[src/rtl/fifo_wr_arb_pkg.sv]
// Shared types for the FIFO write-port arbiter: FSM state encoding and index-width helper.
package fifo_wr_arb_pkg;

    typedef enum logic {
        IDLE = 1'b0,
        LOCK = 1'b1
    } arb_state_t;

    function automatic int idx_width(input int n);
        return (n > 1) ? $clog2(n) : 1;
    endfunction

endpackage

[src/rtl/fifo_wr_arb_rr_arbiter.sv]
// Combinational round-robin picker: first active request at or after rr_ptr, scanning upward
// with wrap. Shared between the write and read sides of the FIFO.
module rr_arbiter
    import fifo_wr_arb_pkg::*;
#(
    parameter int NUM_REQ = 4,
    parameter int IDX_W   = idx_width(NUM_REQ)
) (
    input  logic [NUM_REQ-1:0] req,
    input  logic [IDX_W-1:0]   rr_ptr,
    output logic [NUM_REQ-1:0] gnt_oh,
    output logic [IDX_W-1:0]   gnt_idx
);

    // First pass picks the lowest active index (the wrapped candidate); the second pass
    // overrides it with the lowest active index at or above the pointer, if there is one.
    always_comb begin
        gnt_idx = '0;
        for (int i = NUM_REQ - 1; i >= 0; i--) begin
            if (req[i]) gnt_idx = IDX_W'(i);
        end
        for (int i = NUM_REQ - 1; i >= 0; i--) begin
            if (req[i] && (IDX_W'(i) >= rr_ptr)) gnt_idx = IDX_W'(i);
        end
        gnt_oh = '0;
        if (|req) gnt_oh[gnt_idx] = 1'b1;
    end

endmodule

[src/rtl/fifo_wr_arb.sv]
// Packet-locking round-robin arbiter for the async FIFO write port.
// Optional per-requester packet counters on pkt_cnt when FIFO_WR_ARB_STATS_EN is defined.
//
// state | meaning
// IDLE  | no owner; pick next requester from rr_ptr, no data moves
// LOCK  | grant_id owns the write port until its req_last word is written
module fifo_wr_arb
    import fifo_wr_arb_pkg::*;
#(
    parameter int  NUM_REQ    = 4,
    parameter int  DATA_WIDTH = 32,
    parameter int  CNT_WIDTH  = 16,
    localparam int IDX_W      = idx_width(NUM_REQ)
) (
    input  logic                          wclk,
    input  logic                          wrst_n,
    input  logic [NUM_REQ-1:0]            req_valid,
    input  logic [NUM_REQ*DATA_WIDTH-1:0] req_data,
    input  logic [NUM_REQ-1:0]            req_last,
    output logic [NUM_REQ-1:0]            req_ready,
    output logic                          winc,
    output logic [DATA_WIDTH-1:0]         wdata,
    input  logic                          full,
    output logic [IDX_W-1:0]              grant_id,
    output logic                          busy
`ifdef FIFO_WR_ARB_STATS_EN
    ,
    output logic [NUM_REQ*CNT_WIDTH-1:0]  pkt_cnt
`endif
);

    if (NUM_REQ < 2 || NUM_REQ > 16 || CNT_WIDTH < 1) begin : g_param_chk
        $error("fifo_wr_arb: unsupported parameter value");
    end

    arb_state_t            state, state_nxt;
    logic [IDX_W-1:0]      rr_ptr;
    logic [NUM_REQ-1:0]    arb_oh;
    logic [IDX_W-1:0]      arb_idx;
    logic                  arb_any;
    logic                  xfer;
    logic                  eop;
    logic [DATA_WIDTH-1:0] data_arr [NUM_REQ];

    rr_arbiter #(
        .NUM_REQ (NUM_REQ),
        .IDX_W   (IDX_W)
    ) u_rr_arbiter (
        .req     (req_valid),
        .rr_ptr  (rr_ptr),
        .gnt_oh  (arb_oh),
        .gnt_idx (arb_idx)
    );

    assign arb_any = |arb_oh;

    always_comb begin
        for (int i = 0; i < NUM_REQ; i++) begin
            data_arr[i] = req_data[i*DATA_WIDTH +: DATA_WIDTH];
        end
    end

    assign wdata = data_arr[grant_id];

    always_comb begin
        state_nxt = state;
        req_ready = '0;
        xfer      = 1'b0;
        case (state)
            IDLE: begin
                if (arb_any) state_nxt = LOCK;
            end
            LOCK: begin
                req_ready[grant_id] = !full;
                xfer                = req_valid[grant_id] && !full;
                if (xfer && req_last[grant_id]) state_nxt = IDLE;
            end
        endcase
    end

    assign eop  = xfer && req_last[grant_id];
    assign winc = xfer;
    assign busy = (state == LOCK);

    always_ff @(posedge wclk or negedge wrst_n) begin
        if (!wrst_n) begin
            state    <= IDLE;
            grant_id <= '0;
            rr_ptr   <= '0;
        end else begin
            state <= state_nxt;
            if (state == IDLE && arb_any) grant_id <= arb_idx;
            if (eop) begin
                rr_ptr <= (grant_id == IDX_W'(NUM_REQ - 1)) ? '0 : grant_id + 1'b1;
            end
        end
    end

`ifdef FIFO_WR_ARB_STATS_EN
    logic [CNT_WIDTH-1:0] cnt [NUM_REQ];

    always_ff @(posedge wclk or negedge wrst_n) begin
        if (!wrst_n) begin
            for (int i = 0; i < NUM_REQ; i++) cnt[i] <= '0;
        end else if (eop) begin
            cnt[grant_id] <= cnt[grant_id] + 1'b1;
        end
    end

    always_comb begin
        for (int i = 0; i < NUM_REQ; i++) begin
            pkt_cnt[i*CNT_WIDTH +: CNT_WIDTH] = cnt[i];
        end
    end
`endif

endmodule

[config.mk]
export PLATFORM = sky130hd
export DESIGN_NAME = fifo_wr_arb
export DESIGN_NICKNAME = d
export VERILOG_FILES = /design/src/rtl/fifo_wr_arb_pkg.sv /design/src/rtl/fifo_wr_arb_rr_arbiter.sv /design/src/rtl/fifo_wr_arb.sv
export SDC_FILE = /design/constraint.sdc
export NUM_CORES = 1
export LEC_CHECK = 0
export ABC_CLOCK_PERIOD_IN_PS = 3310
export CAP_MARGIN = 20
export CORE_ASPECT_RATIO = 0.75
export CORE_MARGIN = 2
export CORE_UTILIZATION = 25
export CTS_CLUSTER_SIZE = 40
export DETAILED_ROUTE_END_ITERATION = 12
export PLACE_DENSITY = 0.87
export SYNTH_ARGS = -nofsm -noshare
export SYNTH_HDL_FRONTEND = slang
export SYNTH_SLANG_ARGS = --single-unit
[constraint.sdc]
create_clock -name wclk -period 3.31 [get_ports wclk]
set_input_delay 0.331 -clock wclk [delete_from_list [all_inputs] [get_ports wclk]]
set_output_delay 0.331 -clock wclk [all_outputs]
set_load 0.1 [all_outputs]
==> results of run 1 <==
## Yosys cell counts (all sizes together)
library cell / n
mux4: 33
buf: 7
dfrtp: 5
nand2: 5
and2: 4
ha: 4
mux2i: 4
inv: 3
a21oi: 2
mux2: 2
nor2b: 2
o21ai: 2
o22ai: 2
a21o: 1
and2b: 1
clkbuf: 1
nand2b: 1
nand4: 1
nor2: 1
o21a: 1
o221ai: 1
or4: 1
## placed cells by master, fill, tap and decap left out, drive strengths merged
cell type        n
o221ai           1
and2             4
a21oi            2
inv              3
ha               4
mux2i            4
o21ai            2
nand2            5
buf             41
nand4            1
dfrtp            5
and2b            1
nor2             1
or4              1
mux4            33
o22ai            2
a21o             1
nor2b            2
nand2b           1
o21a             1
clkdlybuf4s50  139
mux2             2
clkbuf           4
## power by group
part           total, mW  switching, mW  leakage, nW  internal, mW
clock network      0.112         0.0292       0.0228        0.0826
registers          0.187         0.0979       0.0571        0.0893
logic               2.93           2.08         1.07         0.858
## critical path, delay by kind of cell (launching register included)
family                 cells  cell delay, ns
buffers and inverters      2            0.54
flip-flops                 1            0.63
multiplexers               1            0.54
## per-layer routing
| layer | GRT usage [%] | up-vias |
|---|---|---|
| li1 | - | 721 |
| met5 | 0 | - |
| met3 | 3.15 | 10 |
| met1 | 26.5 | 782 |
| met4 | 4.84 | 0 |
| met2 | 37.7 | 71 |
## worst paths after layout
check / start / end / cells after the start
max in group asynchronous: wrst_n / grant_id[0] / 1
setup / recovery: grant_id[0] / wdata[29] / 3
hold / removal: wrst_n / rr_ptr[0] / 1
min in group wclk: busy / busy / 1
setup reg to reg: grant_id[0] / rr_ptr[1] / 4
hold reg to reg: busy / busy / 1
## area by class of cell
type | count | area share [%]
inverter | 3 | 0.377
multi-input combinational | 68 | 33.8
clock buffer | 4 | 1.51
sequential | 5 | 4.23
timing repair buffer | 180 | 57.7
tap | 57 | 2.38
## logic make-up (layout without fill, tap and decap cells)
kind of cell,after synthesis,in the layout,share of synthesized area [%]
DFF,5,5,10.5
adders and majority gates,4,4,4.21
and+or+nand+nor,16,16,7.89
buffers and inverters,11,187,4.84
AOI/OAI and AO/OA,9,9,4.74
muxes,39,39,67.8
## metrics by stage
step	area (sq um)	utilization, %	hold WS (ns)
2_1_floorplan	1190	-	0.0354
3_3_place_gp	2950	65.2	0.526
3_5_place_dp	2950	65.2	0.541
4_1_cts	2990	66.2	0.333
5_1_grt	2990	66.2	0.343
6_report	2990	66.2	0.326
## flip-flops by register name, indices dropped and copies added (netlist names)
name / count
rr_ptr: 2
grant_id: 2
busy: 1
==> summary.txt, run 1 <==
Timing
  – Final worst slack: 1.03 ns
  – Fmax: 0.439 GHz
  – Final setup fails: 0
  – Clock skew: 0.00281 ns
  – Worst slew pin tran: 0.957 ns
  – Period Utilization, post-route: 68.8%
  – Slew headroom: 36.0%
  – RSZ-0062 raised after global routing: false
  – Clock period minus worst slack: 2.28 ns
  – Final Hold Fails: 0
  – Total negative slack: 0 ns
  – Final Max Slew Viols: 0

Synthesis
  – Yosys top cell area share: 62.5%
  – Register area share after synthesis: 10.5%
  – Synth area leaders: mux4_2 63%, dfrtp_1 11%, ha_1 4.2%
  – Synth unique cells: 25
  – Syn avg cell area: 14.2 sq um
  – FF+latch count, synth: 5
  – Syn nets: 227
  – Post-Synthesis Cell Area: 1190 sq um
  – Cell taking the most area after synthesis: mux4_2
  – Synth Instances: 84
  – Ys Warns: 0

Global routing
  – Grt total ovfl: 0
  – Initial antenna violation count: 0
  – Number of global-route vias before repair: 1623
  – First-pass GRT wire length: 8.76 mm
  – Largest net degree at the start of global routing: 28
  – Total track usage: 20.9%

Place
  – Dpl ws: 1.22 ns
  – Placed Cells incl. Taps: 313
  – Dpl hpwl: 5.01 mm
  – IO Port Bufs: 178
  – Routability cong.: 0.795

CTS
  – CTS sink cnt: 5
  – CTS tree: yes
  – Max Buffers Root-to-Sink: 2
  – Post_cts resized: 0
  – Cts bufs inserted: 3
  – Root buffer cell: clkbuf_8
  – H-tree level count: 1
  – Clock transition at the registers of the reported paths: 0.04 ns
  – Postcts setup bufs: 0
  – CTS Hold Bufs: 0
  – Worst-Skew Late Latency: 0.22 ns

Outcome
  – Status: completed

Drt
  – Drt wl/cell: 18.3 um
  – # DRC: 0
  – Antenna viol nets, final: 0
  – Avg Vias per Cell: 5.00
  – Via Count: 1584
  – Met2 wire length: 3.08 mm
  – Top routing layer in use: met4
  – Met3 wire length: 361 um
  – Routed metal-1 wire length: 2.27 mm
  – Pre-antenna DRT Iters: 4
  – Routed Wire Length: 5.81 mm
  – Initial DRC Count: 52

Power and ir drop
  – Peak VDD IR: 746 uV
  – Final Power: 3.23 mW
  – Leak: 1.15 nW
  – Pwr dens: 1080 nW/um^2

Worst setup path
  – Nature of the critical path startpoint: flop
  – Critical-path cell list: buf_12 > mux4_2 > buf_4
  – Crit Path Class: reg2out
  – Critical path capture point type: primary output
  – CP max FO: 27
  – WP data arrival: 1.94 ns
  – Crit-path slowest cell: dfrtp_2
  – R2r setup slk: 1.26 ns
  – Biggest cell delay along the critical path: 0.63 ns
  – Worst Path Required: 2.98 ns

Finish
  – Fin cells: 317
  – Share of cells above drive strength 1: 30.8%
  – Layout area overhead: 152%
  – Antenna fix cells: 0
  – Nets@finish: 404
  – Area of the multi-input gates: 1010 sq um
  – Reg area: 126 sq um
  – Fillers: 372

Floorplanning
  – DIE AREA: 5330 sq um
  – Top Ports: 179
  – Core box area: 4520 sq um
  – Die width: 83.6 um
  – Row count: 21
  – Die Span Y: 63.7 um
  – Starting Density: 26.3%

Run
  – Max-cap violation count: 0

Hold path
  – Hold Path Class: in2async
(Power assumes the default switching activity.)
==> run 2: changes to the inputs <==
- ABC_CLOCK_PERIOD_IN_PS: 3310 -> 2200
- CORE_UTILIZATION: 25 -> 24
- PLACE_DENSITY: 0.87 -> 0.84
- clock period: 3.31 -> 2.2 ns (I/O delays scaled with it)
==> summary.txt, run 2 (synthesized netlist as in run 1, its figures left out) <==
Finish
  – Antenna fix cells: 0 (unchanged)
  – Layout area overhead: 194% (was 152%)
  – Share of cells above drive strength 1: 33.6% (was 30.8%)
  – Most frequent cells in the layout: 138 x clkdlybuf4s50_1, 40 x buf_12, 33 x mux4_2 (was 139 x clkdlybuf4s50_1, 39 x buf_4, 33 x mux4_2)
  – Post-route cell area: 3500 sq um (was 2990 sq um)
  – Util after Layout: 72.2% (was 66.2%)
  – Commonest non-fill, non-tap cell in the layout: clkdlybuf4s50_1 (unchanged)
  – Nets@finish: 406 (was 404)

Worst setup path
  – Nature of the critical path startpoint: flop (unchanged)
  – WP data arrival: 1.84 ns (was 1.94 ns)
  – Worst Path Required: 1.98 ns (was 2.98 ns)
  – Critical path capture point type: primary output (unchanged)
  – RR Startpoint: grant_id[0] (unchanged)
  – Crit path launch: grant_id[0] (unchanged)
  – CP max FO: 15 (was 27)
  – Crit Path Class: reg2out (unchanged)

Power and ir drop
  – Peak VDD IR: 1060 uV (was 746 uV)
  – Leak: 1.33 nW (was 1.15 nW)
  – Final Power: 5.97 mW (was 3.23 mW)
  – Pwr dens: 1710 nW/um^2 (was 1080 nW/um^2)

Timing
  – Final Hold Fails: 0 (unchanged)
  – Period Utilization, post-route: 93.5%
  – Slew headroom: 76.0% (was 36.0%)
  – Total negative slack: 0 ns (unchanged)
  – Clock skew: 0.000426 ns (was 0.00281 ns)
  – Fmax: 0.486 GHz
  – Clock period minus worst slack: 2.06 ns
  – Final setup fails: 0 (unchanged)
  – RSZ-0062 raised after global routing: false (unchanged)
  – Worst slew pin tran: 0.350 ns (was 0.957 ns)
  – Final Max Slew Viols: 0 (unchanged)

Drt
  – Initial DRC Count: 41 (was 52)
  – Avg Vias per Cell: 4.90 (was 5.00)
  – Antenna viol nets, final: 0 (unchanged)
  – Pre-antenna DRT Iters: 4 (unchanged)
  – # DRC: 0 (unchanged)
  – Routed Wire Length: 6.41 mm (was 5.81 mm)
  – Via Count: 1579 (was 1584)
  – Drt wl/cell: 19.9 um (was 18.3 um)

Global routing
  – Total track usage: 22.0% (was 20.9%)
  – First-pass GRT wire length: 9.18 mm (was 8.76 mm)
  – Number of global-route vias before repair: 1617 (was 1623)
  – Initial antenna violation count: 0 (unchanged)
  – Largest net degree at the start of global routing: 21 (was 28)
  – Grt total ovfl: 0 (unchanged)

Hold path
  – Hold Path Class: in2async (unchanged)

Floorplanning
  – Starting Density: 24.5% (was 26.3%)
  – Row count: 22 (was 21)
  – Top Ports: 179 (unchanged)
  – Die Span Y: 64.9 um (was 63.7 um)
  – Die width: 85.3 um (was 83.6 um)
  – Core box area: 4840 sq um (was 4520 sq um)
  – DIE AREA: 5540 sq um (was 5330 sq um)

CTS
  – Max Buffers Root-to-Sink: 2 (unchanged)
  – Root buffer cell: clkbuf_8 (unchanged)
  – Post_cts resized: 0 (unchanged)
  – H-tree level count: 1 (unchanged)
  – CTS Hold Bufs: 0 (unchanged)
  – Clock transition at the registers of the reported paths: 0.03 ns (was 0.04 ns)
  – Worst-Skew Late Latency: 0.22 ns (about the same)
  – Postcts setup bufs: 0 (unchanged)
  – CTS tree: yes (unchanged)
  – CTS sink cnt: 5 (unchanged)
  – Cts bufs inserted: 3 (unchanged)

Place
  – Placed instance area: 3450 sq um (was 2950 sq um)
  – IO Port Bufs: 178 (unchanged)
  – Routability cong.: 0.781 (was 0.795)
  – Dpl hpwl: 5.49 mm (was 5.01 mm)

Outcome
  – Status: completed (unchanged)

Run
  – Max-cap violation count: 0 (unchanged)
## run 2: final cells by class
type	instances	area [sq um]
clock buffer	4	45.0
fill	320	1350
inverter	3	11.3
multi-input combinational	68	1020
sequential	5	130
tap	60	75.1
timing repair buffer	182	2210
## run 2: worst paths after layout
check	depth (start not counted)	slack (ns)	end
max in group asynchronous	1	1.77	grant_id[0]
setup reg to reg	3	0.46	rr_ptr[0]
min in group wclk	1	0.54	rr_ptr[0]
hold / removal	1	0.22	grant_id[0]
setup / recovery	3	0.14	wdata[25]
hold reg to reg	1	0.54	rr_ptr[0]
## run 2: critical path, cell delays in order (launching register included)
cell	delay [ns]
dfrtp_4	0.58
buf_4	0.27
mux4_2	0.57
buf_12	0.19
## run 2: layer usage
| layer | track usage [%] | vias to the layer above | share of wire [%] | wire, um |
|---|---|---|---|---|
| met1 | 27.7 | 765 | 38 | 2440 |
| met5 | 0 | - | 0 | 0 |
| met3 | 4.08 | 4 | 8.2 | 524 |
| li1 | - | 721 | - | - |
| met2 | 40.8 | 89 | 53 | 3400 |
| met4 | 1.98 | 0 | 0.67 | 43 |
## run 2: through the flow
| step | cells | hold slack [ns] | worst slack, ns |
|---|---|---|---|
| 2_1_floorplan | 84 | -0.0756 | -0.0340 |
| 3_3_place_gp | 318 | 0.455 | 0.407 |
| 3_5_place_dp | 318 | 0.462 | 0.354 |
| 4_1_cts | 322 | 0.233 | 0.127 |
| 5_1_grt | 322 | 0.230 | 0.0777 |
| 6_report | 322 | 0.222 | 0.143 |
## run 2: power breakdown
| part | internal, mW | leakage, nW | switching [mW] |
|---|---|---|---|
| Sequential | 0.142 | 0.0558 | 0.118 |
| Clock | 0.124 | 0.0228 | 0.0428 |
| Combinational | 2.16 | 1.25 | 3.38 |
| Total | 2.43 | 1.33 | 3.54 |
==> run 3: changes to the inputs <==
--- a/config.mk
+++ b/config.mk
@@ -15,2 +15,3 @@
 export PLACE_DENSITY = 0.84
+export REMOVE_ABC_BUFFERS = 1
 export SYNTH_ARGS = -nofsm -noshare
==> constraint.sdc (replaced) <==
create_clock -name wclk -period 2.2 [get_ports wclk]
set_input_delay 0.44 -clock wclk [delete_from_list [all_inputs] [get_ports wclk]]
set_output_delay 0.44 -clock wclk [all_outputs]
set_load 0.1 [all_outputs]
==> summary.txt, run 3 (synthesized netlist as in run 1, its figures left out) <==
Global routing
  – Largest net degree at the start of global routing: 31 (was 21)
  – Initial antenna violation count: 0 (unchanged)
  – Total track usage: 23.1% (was 22.0%)
  – Grt total ovfl: 0 (unchanged)
  – First-pass GRT wire length: 9.65 mm (was 9.18 mm)
  – Number of global-route vias before repair: 1691 (was 1617)

Power and ir drop
  – Leak: 1.34 nW (was 1.33 nW)
  – Final Power: 5.97 mW (about the same)
  – Peak VDD IR: 1400 uV (was 1060 uV)
  – Pwr dens: 1710 nW/um^2 (about the same)

Timing
  – Worst slew pin tran: 0.300 ns (was 0.350 ns)
  – Slew headroom: 80.3% (was 76.0%)
  – Period Utilization, post-route: 95.0% (was 93.5%)
  – Final Hold Fails: 0 (unchanged)
  – Final worst slack: 0.110 ns (was 0.143 ns)
  – Final Max Slew Viols: 0 (unchanged)
  – Fmax: 0.479 GHz (was 0.486 GHz)
  – Clock skew: 0.00319 ns (was 0.000426 ns)
  – Clock period minus worst slack: 2.09 ns (was 2.06 ns)
  – Final setup fails: 0 (unchanged)
  – RSZ-0062 raised after global routing: false (unchanged)

Worst setup path
  – Worst Path Required: 1.76 ns (was 1.98 ns)
  – Biggest cell delay along the critical path: 0.59 ns (was 0.58 ns)
  – Critical-path cell list: buf_12 > mux4_2 > buf_12 (was buf_4 > mux4_2 > buf_12)
  – WP data arrival: 1.65 ns (was 1.84 ns)
  – CP dominant cell by count: buf_12
  – CP max FO: 30 (was 15)
  – Nature of the critical path startpoint: flop (unchanged)
  – Crit-path slowest cell: mux4_2 (was dfrtp_4)
  – Crit Path Class: reg2out (unchanged)
  – Critical path capture point type: primary output (unchanged)
  – R2r setup slk: 0.42 ns (was 0.46 ns)

Drt
  – Initial DRC Count: 42 (was 41)
  – Routed Wire Length: 6.50 mm (was 6.41 mm)
  – Avg Vias per Cell: 4.92 (was 4.90)
  – Pre-antenna DRT Iters: 4 (unchanged)
  – Drt wl/cell: 20.1 um (was 19.9 um)
  – # DRC: 0 (unchanged)
  – Via Count: 1589 (was 1579)
  – Met3 wire length: 476 um (was 524 um)
  – Antenna viol nets, final: 0 (unchanged)
  – Met2 wire length: 3.48 mm (was 3.40 mm)
  – Routed metal-1 wire length: 2.42 mm (was 2.44 mm)
  – Top routing layer in use: met4 (unchanged)

Floorplanning
  – Starting Density: 24.5% (unchanged)
  – Die Span Y: 64.9 um (unchanged)
  – Die width: 85.3 um (unchanged)
  – DIE AREA: 5540 sq um (unchanged)
  – Row count: 22 (unchanged)
  – Core box area: 4840 sq um (unchanged)
  – Top Ports: 179 (unchanged)

Place
  – Dpl hpwl: 5.66 mm (was 5.49 mm)
  – Routability cong.: 0.835 (was 0.781)
  – Dpl ws: 0.128 ns (was 0.354 ns)
  – IO Port Bufs: 178 (unchanged)

CTS
  – CTS sink cnt: 5 (unchanged)
  – H-tree level count: 1 (unchanged)
  – CTS Hold Bufs: 0 (unchanged)
  – CTS tree: yes (unchanged)
  – Max Buffers Root-to-Sink: 2 (unchanged)
  – Root buffer cell: clkbuf_8 (unchanged)
  – Cts bufs inserted: 3 (unchanged)
  – Postcts setup bufs: 0 (unchanged)
  – Post_cts resized: 0 (unchanged)
  – Clock transition at the registers of the reported paths: 0.04 ns (was 0.03 ns)
  – Worst-Skew Late Latency: 0.22 ns (about the same)

Finish
  – Nets@finish: 407 (was 406)
  – Most frequent cells in the layout: 138 x clkdlybuf4s50_1, 41 x buf_12, 33 x mux4_2 (was 138 x clkdlybuf4s50_1, 40 x buf_12, 33 x mux4_2)
  – Share of cells above drive strength 1: 31.6% (was 33.6%)
  – Layout area overhead: 194% (about the same)
  – Commonest non-fill, non-tap cell in the layout: clkdlybuf4s50_1 (unchanged)
  – Antenna fix cells: 0 (unchanged)

Outcome
  – Status: completed (unchanged)

Run
  – Max-cap violation count: 0 (unchanged)

Hold path
  – Hold Path Class: in2async (unchanged)
[run 3: where the power goes]
group	leakage (nW)	switching, mW	internal, mW
logic	1.26	3.44	2.17
clock network	0.0228	0.0452	0.124
registers	0.0571	0.0495	0.136
total	1.34	3.54	2.43
[run 3: layer usage]
metal	global-route usage [%]	vias to the layer above
li1	-	722
met1	28.5	762
met2	42.4	97
met3	3.44	8
met4	5.56	0
met5	0	-
[run 3: worst paths after layout]
path                                   from          end  cells past startpoint
worst max-delay path            grant_id[0]     wdata[4]                      3
worst min-delay path                 wrst_n  grant_id[1]                      1
worst max register to register  grant_id[0]    rr_ptr[0]                      4
worst min register to register         busy         busy                      1
max in group asynchronous            wrst_n  grant_id[0]                      1
min in group wclk                      busy         busy                      1
[run 3: critical path, delay by kind of cell (launching register included)]
family   cells  cell delay [ns]
flops        1             0.38
mux          1             0.59
buf+inv      2             0.42
[run 3: stage by stage]
| step | utilization [%] | hold slack, ns | TNS, ns | cells | cell area, sq um |
|---|---|---|---|---|---|
| 2_1_floorplan | - | 0.144 | -55.77 | 76 | 1140 |
| 3_3_place_gp | 71.2 | 0.537 | 0 | 319 | 3450 |
| 3_5_place_dp | 71.2 | 0.554 | 0 | 319 | 3450 |
| 4_1_cts | 72.2 | 0.445 | 0 | 323 | 3500 |
| 5_1_grt | 72.2 | 0.462 | 0 | 323 | 3500 |
| 6_report | 72.2 | 0.446 | 0 | 323 | 3500 |
[run 3: final cells by class]
cell class	count	area [sq um]
clock buffers	4	45.0
fillers	331	1350
inverters	3	11.3
multi-input cells	68	1010
flip-flops and latches	5	126
well taps	60	75.1
repair buffers	183	2230
